<file path="config.mk">
export PLATFORM = sky130hd
export DESIGN_NAME = noc_class_router
export DESIGN_NICKNAME = d
export VERILOG_FILES = /design/src/rtl/noc_class_router.sv
export SDC_FILE = /design/constraint.sdc
export NUM_CORES = 1
export LEC_CHECK = 0
export BUFFER_PORTS_ARGS = -buffer_cell sky130_fd_sc_hd__buf_4
export CORE_MARGIN = 2
export CORE_UTILIZATION = 50
export CTS_CLUSTER_SIZE = 14
export DETAILED_ROUTE_END_ITERATION = 7
export GPL_ROUTABILITY_DRIVEN = 0
export PLACE_DENSITY = 0.77
export SLEW_MARGIN = 10
export SYNTH_ARGS = -nofsm -noshare
export SYNTH_HDL_FRONTEND = slang
export SYNTH_SLANG_ARGS = --single-unit
</file>
<file path="constraint.sdc">
create_clock -name clk -period 3.45 [get_ports clk]
set_input_delay 0.5175 -clock clk [delete_from_list [all_inputs] [get_ports clk]]
set_output_delay 0.5175 -clock clk [all_outputs]
set_load 0.01 [all_outputs]
</file>
<file path="src/rtl/noc_class_router.sv">
`default_nettype none
//------------------------------------------------------------------------------
// noc_class_router : sorts packets into four per-class FIFOs and re-serialises
// them onto one registered port. Macro NOC_STRICT_PRIO_EN selects strict priority.
// Rev 1.0
//------------------------------------------------------------------------------
module noc_class_router #(
    parameter int  PW    = 8,
    parameter int  AW    = 2,
    parameter int  DEPTH = 4,
    localparam int W     = PW + AW + 3,
    localparam int CW    = $clog2(DEPTH + 1)
) (
    input  logic              clk,
    input  logic              reset,
    input  logic [W-1:0]      in_packet,
    input  logic              in_valid,
    output logic              in_ready,
    output logic [W-1:0]      out_packet,
    output logic              out_valid,
    input  logic              out_ready,
    output logic [4*CW-1:0]   class_count,
    output logic [3:0]        class_full,
    output logic [7:0]        drop_count
);
    localparam int            C_PTRW  = $clog2(DEPTH);
    localparam logic [CW-1:0] C_FULL  = CW'(DEPTH);

    logic          w_marker;
    logic [1:0]    w_type;
    logic          w_accept;
    logic          w_load;
    logic          w_any;
    logic [1:0]    w_grant;
    logic [3:0]    w_nonempty;
    logic [3:0]    w_full;
    logic [W-1:0]  w_head [4];

    logic [W-1:0]  r_out_packet;
    logic          r_out_valid;
    logic [7:0]    r_drop;

    assign w_marker = in_packet[W-1];
    assign w_type   = in_packet[AW+1:AW];
    // Ready is driven from the registered full flag, so a same-cycle pop never frees a slot early.
    assign in_ready = reset && (!w_marker || !w_full[w_type]);
    assign w_accept = in_valid && in_ready;
    assign w_load   = !r_out_valid || out_ready;
    assign w_any    = |w_nonempty;

    generate
        for (genvar c = 0; c < 4; c++) begin : g_class
            logic [C_PTRW-1:0] r_wptr;
            logic [C_PTRW-1:0] r_rptr;
            logic [CW-1:0]     r_count;
            logic              r_full;
            logic [W-1:0]      r_mem [DEPTH];
            logic              w_push;
            logic              w_pop;
            logic [CW-1:0]     w_count_nxt;

            assign w_push      = w_accept && w_marker && (w_type == 2'(c));
            assign w_pop       = w_load && w_any && (w_grant == 2'(c));
            assign w_count_nxt = r_count + CW'(w_push) - CW'(w_pop);

            always_ff @(posedge clk) begin
                if (!reset) begin
                    r_wptr  <= '0;
                    r_rptr  <= '0;
                    r_count <= '0;
                    r_full  <= 1'b0;
                end else begin
                    if (w_push) r_wptr <= r_wptr + C_PTRW'(1);
                    if (w_pop)  r_rptr <= r_rptr + C_PTRW'(1);
                    r_count <= w_count_nxt;
                    r_full  <= (w_count_nxt == C_FULL);
                end
            end

            always_ff @(posedge clk) begin
                if (w_push) r_mem[r_wptr] <= in_packet;
            end

            assign w_head[c]                = r_mem[r_rptr];
            assign w_nonempty[c]            = (r_count != '0);
            assign w_full[c]                = r_full;
            assign class_count[c*CW +: CW]  = r_count;
        end
    endgenerate

`ifdef NOC_STRICT_PRIO_EN
    always_comb begin
        w_grant = 2'd0;
        if (w_nonempty[1])      w_grant = 2'd1;
        else if (w_nonempty[2]) w_grant = 2'd2;
        else if (w_nonempty[0]) w_grant = 2'd0;
        else if (w_nonempty[3]) w_grant = 2'd3;
    end
`else
    logic [1:0] r_last_grant;
    logic [1:0] w_cand;

    // Scan from farthest to nearest so the class closest after last_grant wins.
    always_comb begin
        w_grant = r_last_grant;
        w_cand  = r_last_grant;
        for (int i = 4; i >= 1; i--) begin
            w_cand = r_last_grant + 2'(i);
            if (w_nonempty[w_cand]) w_grant = w_cand;
        end
    end

    always_ff @(posedge clk) begin
        if (!reset)               r_last_grant <= 2'd3;
        else if (w_load && w_any) r_last_grant <= w_grant;
    end
`endif

    always_ff @(posedge clk) begin
        if (!reset) begin
            r_out_valid  <= 1'b0;
            r_out_packet <= '0;
        end else if (w_load) begin
            r_out_valid <= w_any;
            if (w_any) r_out_packet <= w_head[w_grant];
        end
    end

    always_ff @(posedge clk) begin
        if (!reset)                                         r_drop <= 8'd0;
        else if (w_accept && !w_marker && r_drop != 8'hFF)  r_drop <= r_drop + 8'd1;
    end

    assign out_packet = r_out_packet;
    assign out_valid  = r_out_valid;
    assign class_full = w_full;
    assign drop_count = r_drop;

endmodule
`default_nettype wire

</file>
---- Yosys cells after proc, flatten, opt, wreduce, memory -nomap -nowiden ----
Memories as Yosys holds them, arrays and structs flattened. A register that Yosys moved wholly into a read port is not among the register bits.
Index checks and enable logic that the tools add are counted.
operators by class
  equality and inequality tests ........... 11
  $add $sub $neg .......................... 20
  bitwise gates (word level) .............. 1
  muxes and demuxes ....................... 30
  reduce and logical (&&, ||, !) cells .... 27
  magnitude comparators ................... 5
operator list
  operator                                                               number
  13-bit binary-select mux with 2-bit select                             1
  13-bit two-way mux                                                     2
  2-bit two-way mux                                                      11
  2-bit by 1-bit adder with 2-bit output, second input constant          9
  1-bit logical AND                                                      14
  3-bit by 1-bit adder with 3-bit output                                 4
  3-bit equality test, second input constant                             4
  2-bit by 3-bit < comparator with 1-bit output, second input constant   4
  1-bit two-way mux                                                      12
  3-bit nonzero test                                                     4
  3-bit by 1-bit subtractor with 3-bit output                            4
  8-bit by 1-bit adder with 8-bit output, second input constant          1
  1-bit binary-select mux with 2-bit select                              4
  2-bit equality test, second input constant                             4
  8-bit inequality test, second input constant                           1
  2-bit adder, second input constant                                     2
  2-bit by 1-bit equality test with 1-bit output, second input constant  2
  2-bit logical NOT                                                      2
  4-bit OR reduction                                                     1
  3-bit greater-or-equal comparator, second input constant               1
  1-bit logical NOT                                                      3
  2-bit NOT with 3-bit output                                            1
  1-bit logical OR                                                       2
  2-bit AND reduction                                                    1
word-level totals
  RAM bits ................................ 208
  memories kept ........................... 4
  word-level logic and storage cells ...... 118
  output and inout port bits .............. 39
  bits in registers ....................... 56
  input bits .............................. 17
memories
  name              depth  width  read ports  clocked after memory_dff  write ports  RTL line  RTL
  g_class[0].r_mem  4      13     1           1                         1            57        logic [W-1:0] r_mem [DEPTH];
  g_class[1].r_mem  4      13     1           1                         1            57
  g_class[2].r_mem  4      13     1           1                         1            57
  g_class[3].r_mem  4      13     1           1                         1            57

---- Longest topological paths before layout ----
Gate-level depths: netlist (run 1).
  word-level depth ........................ 11
  mapped depth ............................ 14

---- Worst setup path before layout (run 1) ----
OpenSTA, ideal clock, no wires.
  kind .................................... register -> register
  from .................................... register g_class[1].r_count[2]
  to ...................................... register g_class[1].r_full
  arrival ................................. 2.952 ns
  stages on the path, launching flop included .. 14
  required time ........................... 3.335 ns
  path buffers ............................ 1
  path slack .............................. 0.382 ns
  setup time .............................. 0.115 ns
  period minus slack after synthesis ...... 3.068 ns
  path through ............................ dfxtp_1 -> or3_4 -> a221o_1 -> o211ai_1 -> clkbuf_1 -> nor2_1 -> ha_1 -> inv_1 -> ha_1 -> fa_1 -> xnor2_1 -> xnor2_1 -> nor2_1 -> nor3b_1
between the ends
  word-level cells in the longest chain between the ends .. 10
  elaborated cells on any way between the ends .. 17
RTL lines
  item                                            RTL line  RTL
  start: declaration                              55        logic [CW-1:0] r_count;
  start signal: assignment                        75        r_count <= w_count_nxt;
  3-bit nonzero test *                            85        assign w_nonempty[c] = (r_count != '0);
  1-bit binary-select mux with 2-bit select       109       if (w_nonempty[w_cand]) w_grant = w_cand;
  1-bit two-way mux (not written as such)         109
  2-bit two-way mux (3 in series)                 109
  2-bit by 1-bit equality test with 1-bit output  63        assign w_pop = w_load && w_any && (w_grant == 2'(c));
  1-bit logical AND *                             63
  net g_class[1].w_pop                            59        logic w_pop;
  3-bit by 1-bit subtractor with 3-bit output *   64        assign w_count_nxt = r_count + CW'(w_push) - CW'(w_pop);
  3-bit equality test *                           76        r_full <= (w_count_nxt == C_FULL);
  end signal: assignment                          76
  end: declaration                                56        logic r_full;
The timed path passes the listed nets; every way through them passes the cells marked *. The select of a mux whose other input is x is not followed.
A chain may end at the register's enable or synchronous reset.

---- Worst setup path in the final report (run 1) ----
  from .................................... register g_class[1].r_count[2]
  to ...................................... register g_class[0].r_full
between the ends
  word-level cells in the longest chain between the ends .. 10
  elaborated cells on any way between the ends .. 16
RTL lines
  item                                           RTL line
  3-bit nonzero test *                           85
  1-bit binary-select mux with 2-bit select      109
  1-bit two-way mux (not written as such)        109
  2-bit two-way mux (3 in series)                109
  2-bit logical NOT                              63
  1-bit logical AND *                            63
  net g_class[0].w_pop                           59
  3-bit by 1-bit subtractor with 3-bit output *  64
  3-bit equality test *                          76
  end signal: assignment                         76
  end: declaration                               56
Marks and branches as above.

==> out/summary.log, run 1 <==
[outcome] result of the run completed
[yosys] top-area cell type share of the netlist area 56.8%
[routing] Metal-1 WL 8.86 mm
[grt] Total Routing Usage GR 18.5%
[grt] pin count of the biggest net entering global routing 30
[routing] WL met3 995 um
[routing] number of detailed-routing iterations run before antenna repair 5
[yosys] FF+latch count, synth 272
[critical_path] RR Endpoint g_class[0].r_full
[grt] global-route wire length before repair 34.1 mm
[timing] RSZ-0062 raised after global routing no
[timing] headroom to the max-slew limit 28.1%
[routing] DRC violation count after routing 0
[critical_path] highest-delay cell along the critical path sky130_fd_sc_hd__or3_4
[clocking] Sinks on Clock Net 272
[critical_path] logic depth of the worst register-to-register path 12
[routing] DRC marker count from the first detailed-route iteration 482
[hold_path] class of the tightest hold or removal check in -> reg
[timing] Hold Worst Slack 266 ps
[place] setup slack after placement 200 ps
[clocking] number of levels the H-tree was split into 1
[timing] share of the clock period used by the worst path 90.3%
[die] Placeable Area 21700 um2
[critical_path] type of destination of the critical path flop
[yosys] post-synthesis sequential area ratio 68.5%
[cells_and_area] share of final-layout standard cells stronger than drive strength 1 23.6%
[timing] Total Negative Setup Slacks 0 ps
[timing] Slew @ Worst Pin 1070 ps
[routing] WL/cell 21.2 um
[clocking] maximum clock insertion buffer count 3
[cells_and_area] Antenna Cells 0
[power] Pleak 4.16 nW
[clocking] post-cts gate resize count 0
[routing] vias post-DR 5881
[critical_path] critical path buffer and inverter count 1
[timing] worst setup slack after layout 335 ps
[critical_path] Critical Path Source Type flop
[yosys] Post-Syn Area per Cell 17.2 um2
[power] Worst VDD drop 0.000424 V
[timing] maximum clock frequency 321 MHz
[clocking] CTS root buf sky130_fd_sc_hd__clkbuf_16
[grt] antenna violations before repair 0
[cells_and_area] synthesis-to-layout area growth 13.8%
[clocking] clock slew at the register clock pins of the worst setup and hold paths 60 ps
[clocking] insertion delay of the later-clocked pin in the worst-skew pair 530 ps
[timing] post-layout min period 3120 ps
[routing] highest routed metal layer met4
[yosys] biggest area contributors in the synthesized netlist sky130_fd_sc_hd__edfxtp_1 (57%), sky130_fd_sc_hd__dfxtp_1 (12%), sky130_fd_sc_hd__mux4_2 (11%)
[clocking] setup bufs post-CTS 0
[yosys] number of nets produced by synthesis 685
[critical_path] worst-path fanout max 7
[timing] setup clock skew after layout 16.9 ps
[routing] wirelength, routed 21.3 mm
[power] power per cell area 748 nW/um2
[grt] Overflow after GRT 0
[timing] number of max-slew violations in the final report 0
[hold_path] startpoint of the tightest hold check path reset
[clocking] total clock buffers created by CTS 25
[timing] Final setup viols 0
[flow_run] number of maximum-capacitance violations 0
[place] quantity of I/O buffers inserted on ports 55
[clocking] clock tree from TritonCTS done
[yosys] distinct cell type count after synthesis 48
[timing] number of endpoints with negative hold slack in the final report 0
[critical_path] WS Path Type reg -> reg
[die] ports placed on the boundary 56
[yosys] count of warnings emitted by yosys 0
[routing] met2 wire length 11.1 mm
[die] initial cell density of the core 50.7%
[critical_path] launching element of the worst setup path g_class[1].r_count[2]
[grt] number of global-route vias before repair 6115
[die] row count 54
[critical_path] required time of the critical path 3880 ps
[die] area enclosed by the die boundary 23200 um2
[yosys] Syn Inst Count 639
[critical_path] timing endpoint of the critical path g_class[0].r_full
[routing] final antenna-violating net count 0
[critical_path] number of stages on the worst setup path 12
[cells_and_area] number of nets in the layout 753
[die] y dimension of the die 152 um
[critical_path] Crit path largest cell delay 430 ps
[critical_path] critical path cell sequence or3_4, a221o_1, o211ai_1, nor2_1, ha_1, inv_1, ha_1, fa_1, xnor2_1, xnor2_1, nor2_1, nor3b_1
[yosys] cell type with the largest total area after synthesis sky130_fd_sc_hd__edfxtp_1
[place] post-DP HPWL 14.4 mm
[yosys] synthesized cell area 11000 um2
[clocking] hold buffers post-CTS 0
[critical_path] arrival time of the worst setup path 3540 ps
[critical_path] setup slack on the worst flop-to-flop path 330 ps
[critical_path] origin of the critical flop-to-flop path g_class[1].r_count[2]
[die] width of the chip 152 um
[routing] Via-to-Cell Ratio 5.85
[critical_path] cell type group with the largest total delay on the critical path simple AND/OR/NAND/NOR gates
## how the worst min path moves through the flow
stage | to | slack [ps] | cells past startpoint
floorplan | flop | 450 | 2
global placement | g_class[0].r_rptr[1] | 470 | 2
detailed placement | flop | 480 | 2
CTS | r_last_grant[1] | 250 | 2
global route | r_last_grant[1] | 270 | 2
finish | r_last_grant[1] | 270 | 2
## placed cells by master, fill, tap and decap left out, types with 5 or more instances in the layout
cell                        instances
sky130_fd_sc_hd__clkbuf_16         25
sky130_fd_sc_hd__or3_1              6
sky130_fd_sc_hd__o21ai_0            6
sky130_fd_sc_hd__a21oi_1           16
sky130_fd_sc_hd__a211oi_1          13
sky130_fd_sc_hd__buf_4             73
sky130_fd_sc_hd__mux4_2            53
sky130_fd_sc_hd__nor2_1            24
sky130_fd_sc_hd__a221o_1           15
sky130_fd_sc_hd__xnor2_1           14
sky130_fd_sc_hd__mux2i_1            6
sky130_fd_sc_hd__o211ai_1          28
sky130_fd_sc_hd__clkbuf_1           9
sky130_fd_sc_hd__nand2_1            6
sky130_fd_sc_hd__clkinv_1           5
sky130_fd_sc_hd__dfxtp_1           64
sky130_fd_sc_hd__edfxtp_1         208
sky130_fd_sc_hd__and2_1            26
sky130_fd_sc_hd__mux2_1            13
sky130_fd_sc_hd__inv_1             33
sky130_fd_sc_hd__ha_1              25
## cells in the mapped netlist, drive strengths merged
cell    number
edfxtp     208
dfxtp       64
mux4        53
inv         33
o211ai      28
and2        26
ha          25
nor2        24
clkbuf      20
a21oi       16
a221o       15
xnor2       14
a211oi      13
mux2        13
buf         12
o21ai        9
or3          8
mux2i        6
nand2        6
nor3         6
fa           4
nor3b        4
o31ai        4
or4          4
nand3        3
a221oi       2
a22oi        2
nor4         2
nor4b        2
o21a         2
xor2         2
a41o         1
a41oi        1
and3         1
nand2b       1
nand3b       1
nand4        1
nand4b       1
nor2b        1
o311ai       1
## sequential cells by signal (all words and copies together) (netlist names), named ones only
| signal | flops |
|---|---|
| g_class.r_full | 4 |
| r_last_grant | 2 |
| g_class.r_count | 12 |
| drop_count | 8 |
| out_packet | 13 |
| g_class.r_mem | 208 |
| g_class.r_rptr | 8 |
| g_class.r_wptr | 8 |
| out_valid | 1 |
## layout make-up
type | count | area [um2]
inverters | 33 | 124
flip-flops and latches | 272 | 7530
repair buffers | 73 | 548
clock inverters | 9 | 58.8
multi-input cells | 302 | 3190
clock buffers | 37 | 701
fillers | 1569 | 9190
well taps | 280 | 350
## logic make-up (layout without fill, tap and decap cells)
logic type,Yosys count,count (layout),share of synthesized area (%)
flip-flops,272,272,68.5
multiplexers,72,72,12.7
XOR/XNOR,16,16,1.28
AND/OR/NAND/NOR,91,91,4.95
adder cells (fa/ha/maj),29,29,3.58
AO/OA/AOI/OAI,94,94,6.46
buffers and inverters,65,152,2.49
## power breakdown
part           switching (mW)  internal [mW]  leakage (nW)  total, mW
registers               0.326           3.72          2.39       4.05
clock network            1.13           1.41         0.362       2.55
logic                    1.42           1.34          1.40       2.76
## metal layers
layer,vias to the layer above,global-route usage [%]
met2,162,32.6
met4,0,5.61
met5,-,0
met1,3027,24.3
li1,2658,-
met3,34,2.28
## through the flow
stage | power, mW | utilization [%] | instances | instance area [um2]
after CTS | 9.36 | 57.5 | 1004 | 12500
after floorplan | 6.00 | - | 639 | 11000
final | 9.36 | 57.6 | 1006 | 12500
after detailed placement | 6.81 | 54.0 | 958 | 11700
after global placement | 6.67 | 54.0 | 958 | 11700
after global routing | 9.80 | 57.6 | 1006 | 12500
Note: power is estimated with default switching activity, not from simulation.
==> inputs of run 2 (changes only) <==
Settings changed: CORE_UTILIZATION 50 to 61, PLACE_DENSITY 0.77 to 0.89, REMOVE_ABC_BUFFERS from default to 1.
==> run 2 against run 1 <==
  * Die area fell by 18%
  * Largest cell class unchanged
  * Sequential power fell by 2%
  * Worst setup slack worse by 84 ps
  * Critical path type unchanged
  * Clock skew up 2.8 ps
  * Sequential cell count is the same
  * Count of clock-buffer cells in the layout grew 2
  * Critical path depth did not move
==> out/summary.log, run 2 (same netlist as run 1, synthesis figures left out) <==
[clocking] clock tree from TritonCTS done
[hold_path] endpoint of the worst hold path r_last_grant[1]
[clocking] maximum clock insertion buffer count 3 [unchanged]
[timing] share of the clock period used by the worst path 92.7% [+2.4 points]
[place] quantity of I/O buffers inserted on ports 55 [unchanged]
[clocking] insertion delay of the later-clocked pin in the worst-skew pair 540 ps [about the same]
[die] y dimension of the die 138 um [-9.2%]
[power] switching power summed over all nets 3.10 mW [+7.5%]
[grt] pin count of the biggest net entering global routing 22 [-27%]
[cells_and_area] number of nets in the layout 755 [+0.27%]
[grt] antenna violations before repair 0 [unchanged]
[critical_path] RR Endpoint g_class[1].r_full
[grt] global-route wire length before repair 36.8 mm [+8.2%]
[critical_path] required time of the critical path 3890 ps [about the same]
[flow_run] number of maximum-capacitance violations 0 [unchanged]
[routing] vias post-DR 6208 [+5.6%]
[power] Design Power 10.0 mW [+7.1%]
[power] proportion of power drawn by flip-flops and latches 39.7% [-3.6 points]
[clocking] total clock buffers created by CTS 27 [+8.0%]
[critical_path] critical path cell sequence or3_4, a221oi_2, o21a_1, nor2_1, ha_1, inv_1, ha_1, fa_1, xnor2_1, xnor2_1, nor2_1, nor3b_1
[die] initial cell density of the core 61.6% [+11 points]
[critical_path] WS Path Type reg -> reg
[critical_path] origin of the critical flop-to-flop path g_class[1].r_count[2]
[critical_path] arrival time of the worst setup path 3640 ps [+100 ps]
[die] row count 49 [-9.3%]
[critical_path] worst-path fanout max 7 [unchanged]
[cells_and_area] final-layout fill cell count 1024 [-35%]
[hold_path] number of cells on the worst hold path 2 [unchanged]
[timing] Total Negative Setup Slacks 0 ps [unchanged]
[hold_path] startpoint of the tightest hold check path reset
[timing] number of max-slew violations in the final report 0 [unchanged]
[power] power per cell area 793 nW/um2 [+6.0%]
[cells_and_area] max reg flops 208 [unchanged]
[power] Worst VDD drop 0.000629 V [+48%]
[outcome] result of the run completed
[critical_path] highest-delay cell along the critical path sky130_fd_sc_hd__or3_4
[place] post-DP HPWL 14.5 mm [+0.85%]
[timing] worst setup slack after layout 251 ps [-84.1 ps]
[timing] Final setup viols 0 [unchanged]
[die] ports placed on the boundary 56 [unchanged]
[cells_and_area] share of final-layout standard cells stronger than drive strength 1 25.1% [+1.5 points]
[timing] RSZ-0062 raised after global routing no
[power] Power Internal 6.92 mW [+6.9%]
[timing] number of endpoints with negative hold slack in the final report 0 [unchanged]
[timing] Slew @ Worst Pin 1130 ps [+55.0 ps]
[routing] Via-to-Cell Ratio 6.47 [+11%]
[clocking] clock slew at the register clock pins of the worst setup and hold paths 60 ps [about the same]
[cells_and_area] top register by number of flip-flops g_class.r_mem
[timing] setup clock skew after layout 19.7 ps [+2.76 ps]
[power] share of power burned in the clock network 30.2% [+3.0 points]
[hold_path] class of the tightest hold or removal check in -> reg
[critical_path] Critical Path Source Type flop
[die] width of the chip 138 um [-9.2%]
[grt] Total Routing Usage GR 25.0% [+6.4 points]
[clocking] Sinks on Clock Net 272 [unchanged]
[critical_path] logic depth of the worst register-to-register path 12 [unchanged]
[clocking] CTS root buf sky130_fd_sc_hd__clkbuf_16
[power] Pleak 4.27 nW [+2.6%]
[routing] number of detailed-routing iterations run before antenna repair 5 [unchanged]
[routing] WL/cell 24.7 um [+16%]
[timing] maximum clock frequency 313 MHz [-2.6%]
[routing] DRC violation count after routing 0 [unchanged]
[critical_path] setup slack on the worst flop-to-flop path 250 ps [-80 ps]
[cells_and_area] most common library cell in the layout ignoring fill and taps sky130_fd_sc_hd__edfxtp_1
[critical_path] type of destination of the critical path flop
[critical_path] Crit path largest cell delay 440 ps [about the same]
[place] setup slack after placement 174 ps [-26.5 ps]
[grt] Overflow after GRT 0 [unchanged]
[cells_and_area] commonest cells after routing, fill and taps aside sky130_fd_sc_hd__edfxtp_1 (208), sky130_fd_sc_hd__buf_4 (73), sky130_fd_sc_hd__dfxtp_1 (64), sky130_fd_sc_hd__mux4_2 (53), sky130_fd_sc_hd__inv_1 (33)
[cells_and_area] Antenna Cells 0 [unchanged]
[routing] DRC marker count from the first detailed-route iteration 614 [+27%]
[timing] headroom to the max-slew limit 24.4% [-3.7 points]
[cells_and_area] synthesis-to-layout area growth 14.9%
[power] fraction of power spent switching nets 30.9% [+0.11 points]
[clocking] number of levels the H-tree was split into 1 [unchanged]
[routing] wirelength, routed 23.7 mm [+11%]
[routing] final antenna-violating net count 0 [unchanged]
[grt] number of global-route vias before repair 6515 [+6.5%]
[die] area enclosed by the die boundary 19100 um2 [-18%]
[power] combinational share of power 30.1% [+0.6 points]
[timing] post-layout min period 3200 ps [+84.1 ps]
[die] Placeable Area 17800 um2 [-18%]
==> run 2: changes by cell type in the layout (fill, tap and decap cells not counted), moves of 3 or more <==
cell	previous run	this run
sky130_fd_sc_hd__clkbuf_8	3	6
sky130_fd_sc_hd__clkinv_1	5	1
sky130_fd_sc_hd__clkbuf_16	25	28
sky130_fd_sc_hd__bufinv_16	0	3
sky130_fd_sc_hd__clkbuf_1	9	5
sky130_fd_sc_hd__clkinv_2	1	6
==> run 2: how the worst max path moves through the flow <==
stage                          startpoint                end  cells past startpoint
floorplan                 r_last_grant[1]  g_class[2].r_full                     12
global placement    g_class[1].r_count[2]  g_class[1].r_full                     12
detailed placement  g_class[2].r_count[1]  g_class[1].r_full                     12
CTS                 g_class[0].r_count[1]  g_class[1].r_full                     12
global route        g_class[1].r_count[2]  g_class[1].r_full                     12
finish              g_class[1].r_count[2]  g_class[1].r_full                     12
==> run 2: power groups by stage <==
stage | Combinational, mW | Sequential, mW | Clock, mW
3_3_place_gp | 2.71 | 4.00 | 0
4_1_cts | 2.95 | 3.97 | 3.05
6_report | 3.02 | 3.98 | 3.03
3_5_place_dp | 2.89 | 4.03 | 0
2_1_floorplan | 1.77 | 4.09 | 0
5_1_grt | 3.24 | 4.00 | 3.18
==> run 2: routing by layer <==
layer / wire (um) / global-route usage [%] / part of all wire (%) / vias to the layer above
met5: 0 / 0 / 0 / -
met4: 738 / 7.95 / 3.1 / 0
met3: 1530 / 3.95 / 6.4 / 59
met2: 12400 / 44.2 / 52 / 319
met1: 8980 / 32.1 / 38 / 3172
li1: - / - / - / 2658
==> run 2: critical path, delay by kind of cell (launching register included) <==
kind | cells | cell delay, ps
AND/OR/NAND/NOR | 4 | 840
adder cells (fa/ha/maj) | 3 | 860
flip-flops | 1 | 360
buffers and inverters | 1 | 40
XOR/XNOR | 2 | 350
AO/OA/AOI/OAI | 2 | 670
==> run 2: timing repair <==
action	4_1_cts	5_1_grt
buffers inserted	0	1
hold buffers	0	0
endpoints found under the setup margin	0	3
gates resized for setup	0	3
==> run 2: per-stage QoR <==
step	utilization (%)	std cells	hold slack, ps	instance area, um2
2_1_floorplan	-	607	453	10800
3_3_place_gp	65.4	908	468	11700
3_5_place_dp	65.4	908	477	11700
4_1_cts	70.6	958	259	12600
5_1_grt	70.8	959	267	12600
6_report	70.8	959	270	12600
==> run 2: cell type report <==
class | instances | area (um2) | area share (%)
Timing Repair Buffer | 73 | 548 | 4.34
Multi-Input combinational cell | 302 | 3210 | 25.4
Clock buffer | 39 | 802 | 6.35
Sequential cell | 272 | 7530 | 59.6
Inverter | 33 | 124 | 0.981
Tap cell | 229 | 287 | 2.27
Clock inverter | 11 | 133 | 1.05
==> inputs of run 3 (changes only) <==
Settings changed: CORE_MARGIN 2 to default.
==> run 3 against run 2 <==
  * Count of clock-buffer cells in the layout shrank 6
  * Critical path depth is the same
  * Power shrank 0.92%
  * First-iteration DRC count shrank 2.0%
  * Critical path type unchanged
  * Sequential cell count is the same
  * Core utilization grew 1.5 points
  * Cell count shrank 0.21%
  * Worst hold slack lost 25 ps
  * Clock skew is essentially flat
  * Combinational power is essentially flat
  * Clock power shrank 2%
  * Cell area shrank 0.28%
==> out/summary.log, run 3 (same netlist as run 1, synthesis figures left out) <==
[cells_and_area] commonest cells after routing, fill and taps aside sky130_fd_sc_hd__edfxtp_1 (208), sky130_fd_sc_hd__buf_4 (75), sky130_fd_sc_hd__dfxtp_1 (64), sky130_fd_sc_hd__mux4_2 (53), sky130_fd_sc_hd__inv_1 (33)
[die] area enclosed by the die boundary 18600 um2 [-2.9%]
[grt] number of global-route vias before repair 6541 [+0.40%]
[timing] Total Negative Setup Slacks 0 ps [unchanged]
[critical_path] WS Path Type reg -> reg
[timing] Hold Worst Slack 246 ps [-24.7 ps]
[routing] final antenna-violating net count 0 [unchanged]
[grt] Overflow after GRT 0 [unchanged]
[critical_path] critical path cell sequence or3_4, a221oi_2, o21a_1, nor2_1, ha_1, inv_1, ha_1, fa_1, xnor2_1, xnor2_1, nor2_1, nor3b_1
[die] width of the chip 136 um [-1.4%]
[cells_and_area] number of nets in the layout 757 [+0.26%]
[grt] antenna violations before repair 0 [unchanged]
[routing] wirelength, routed 23.6 mm [-0.21%]
[routing] WL/cell 24.7 um [about the same]
[power] power per cell area 788 nW/um2 [-0.64%]
[critical_path] Critical Path Source Type flop
[routing] vias post-DR 6194 [-0.23%]
[timing] Final setup viols 0 [unchanged]
[timing] worst setup slack after layout 348 ps [+96.9 ps]
[timing] maximum clock frequency 322 MHz [+3.1%]
[timing] Slew @ Worst Pin 1170 ps [+40.2 ps]
[cells_and_area] top register by number of flip-flops g_class.r_mem
[timing] post-layout min period 3100 ps [-96.9 ps]
[place] quantity of I/O buffers inserted on ports 55 [unchanged]
[cells_and_area] final instance area 12600 um2 [-0.28%]
[grt] global-route wire length before repair 36.7 mm [-0.26%]
[clocking] clock tree from TritonCTS done
[hold_path] class of the tightest hold or removal check in -> reg
[routing] DRC violation count after routing 0 [unchanged]
[clocking] setup bufs post-CTS 0 [unchanged]
[timing] number of max-slew violations in the final report 0 [unchanged]
[die] Placeable Area 17400 um2 [-2.4%]
[critical_path] required time of the critical path 3890 ps [about the same]
[clocking] clock slew at the register clock pins of the worst setup and hold paths 60 ps [about the same]
[critical_path] arrival time of the worst setup path 3540 ps [-100 ps]
[cells_and_area] share of final-layout standard cells stronger than drive strength 1 25.0% [-0.068 points]
[cells_and_area] final-layout fill cell count 1033 [+0.88%]
[critical_path] origin of the critical flop-to-flop path g_class[1].r_count[2]
[cells_and_area] core occupancy in the finished layout 72.3% [+1.5 points]
[grt] Total Routing Usage GR 27.1% [+2.2 points]
[clocking] number of levels the H-tree was split into 1 [unchanged]
[routing] Via-to-Cell Ratio 6.47 [about the same]
[hold_path] startpoint of the tightest hold check path reset
[die] row count 48 [-2.0%]
[clocking] post-cts gate resize count 0 [unchanged]
[grt] pin count of the biggest net entering global routing 22 [unchanged]
[die] initial cell density of the core 63.1% [+1.5 points]
[cells_and_area] Antenna Cells 0 [unchanged]
[routing] DRC marker count from the first detailed-route iteration 602 [-2.0%]
[critical_path] Crit path largest cell delay 440 ps [about the same]
[cells_and_area] post-layout instance count excluding filler cells 957 [-0.21%]
[outcome] result of the run completed
[critical_path] launching element of the worst setup path g_class[1].r_count[2]
[clocking] CTS root buf sky130_fd_sc_hd__clkbuf_16
[place] setup slack after placement 394 ps [+220 ps]
[place] Post-DP Area 11700 um2 [+0.15%]
[timing] number of endpoints with negative hold slack in the final report 0 [unchanged]
[clocking] maximum clock insertion buffer count 3 [unchanged]
[power] Design Power 9.93 mW [-0.92%]
[timing] share of the clock period used by the worst path 89.9% [-2.8 points]
[power] Worst VDD drop 0.000616 V [-2.1%]
[timing] headroom to the max-slew limit 21.7% [-2.7 points]
[die] y dimension of the die 136 um [-1.4%]
[timing] setup clock skew after layout 19.3 ps [-0.413 ps]
[critical_path] worst-path fanout max 7 [unchanged]
[clocking] Sinks on Clock Net 272 [unchanged]
[place] placed cell count 907 [-0.11%]
[timing] RSZ-0062 raised after global routing no
[power] Pleak 4.25 nW [-0.33%]
[critical_path] highest-delay cell along the critical path sky130_fd_sc_hd__or3_4
[place] post-DP HPWL 14.8 mm [+1.6%]
[cells_and_area] synthesis-to-layout area growth 14.6%
[flow_run] number of maximum-capacitance violations 0 [unchanged]
[clocking] hold buffers post-CTS 0 [unchanged]
[cells_and_area] most common library cell in the layout ignoring fill and taps sky130_fd_sc_hd__edfxtp_1
[clocking] total clock buffers created by CTS 27 [unchanged]
[critical_path] type of destination of the critical path flop
[die] ports placed on the boundary 56 [unchanged]
[routing] number of detailed-routing iterations run before antenna repair 4 [-1]
[cells_and_area] max reg flops 208 [unchanged]
[clocking] insertion delay of the later-clocked pin in the worst-skew pair 540 ps [about the same]
==> run 3: cell count changes in the layout (fill, tap and decap cells not counted), sizes merged <==
cell / change
clkinvlp: +2
clkinv: +5
buf: +2
clkbuf: -6
bufinv: -1
==> run 3: critical path, delay by kind of cell, from the launching register on <==
kind,cells,cell delay (ps)
AOI/OAI and AO/OA,2,610
adders and majority gates,3,850
xor gates and xnor gates,2,290
DFF,1,360
and+or+nand+nor,4,860
buffers and inverters,1,40
==> run 3: area by class of cell <==
cell class / instances / area (um2) / share of cell area, %
clock buffers: 33 / 772 / 6.13
clock inverters: 17 / 138 / 1.09
multi-input cells: 302 / 3190 / 25.3
inverters: 33 / 124 / 0.984
well taps: 225 / 282 / 2.24
repair buffers: 75 / 563 / 4.47
flip-flops and latches: 272 / 7530 / 59.8
==> run 3: power breakdown <==
part / leakage (nW) / internal (mW) / switching (mW)
combinational: 1.41 / 1.36 / 1.64
sequential: 2.39 / 3.72 / 0.246
clock: 0.448 / 1.74 / 1.22
==> run 3: final timing paths <==
check / depth (start not counted) / slack [ps] / end
min: 2 / 250 / r_last_grant[1]
max: 12 / 350 / g_class[1].r_full
max reg2reg: 12 / 350 / g_class[1].r_full
min reg2reg: 2 / 490 / flop
==> run 3: metal layers <==
metal	vias up	routed length, um	track usage [%]	share of wire, %
met5	-	0	0	0
met4	0	833	10.1	3.5
met3	71	1840	4.10	7.8
met2	351	12500	47.6	53
met1	3104	8470	34.2	36
li1	2668	-	-	-
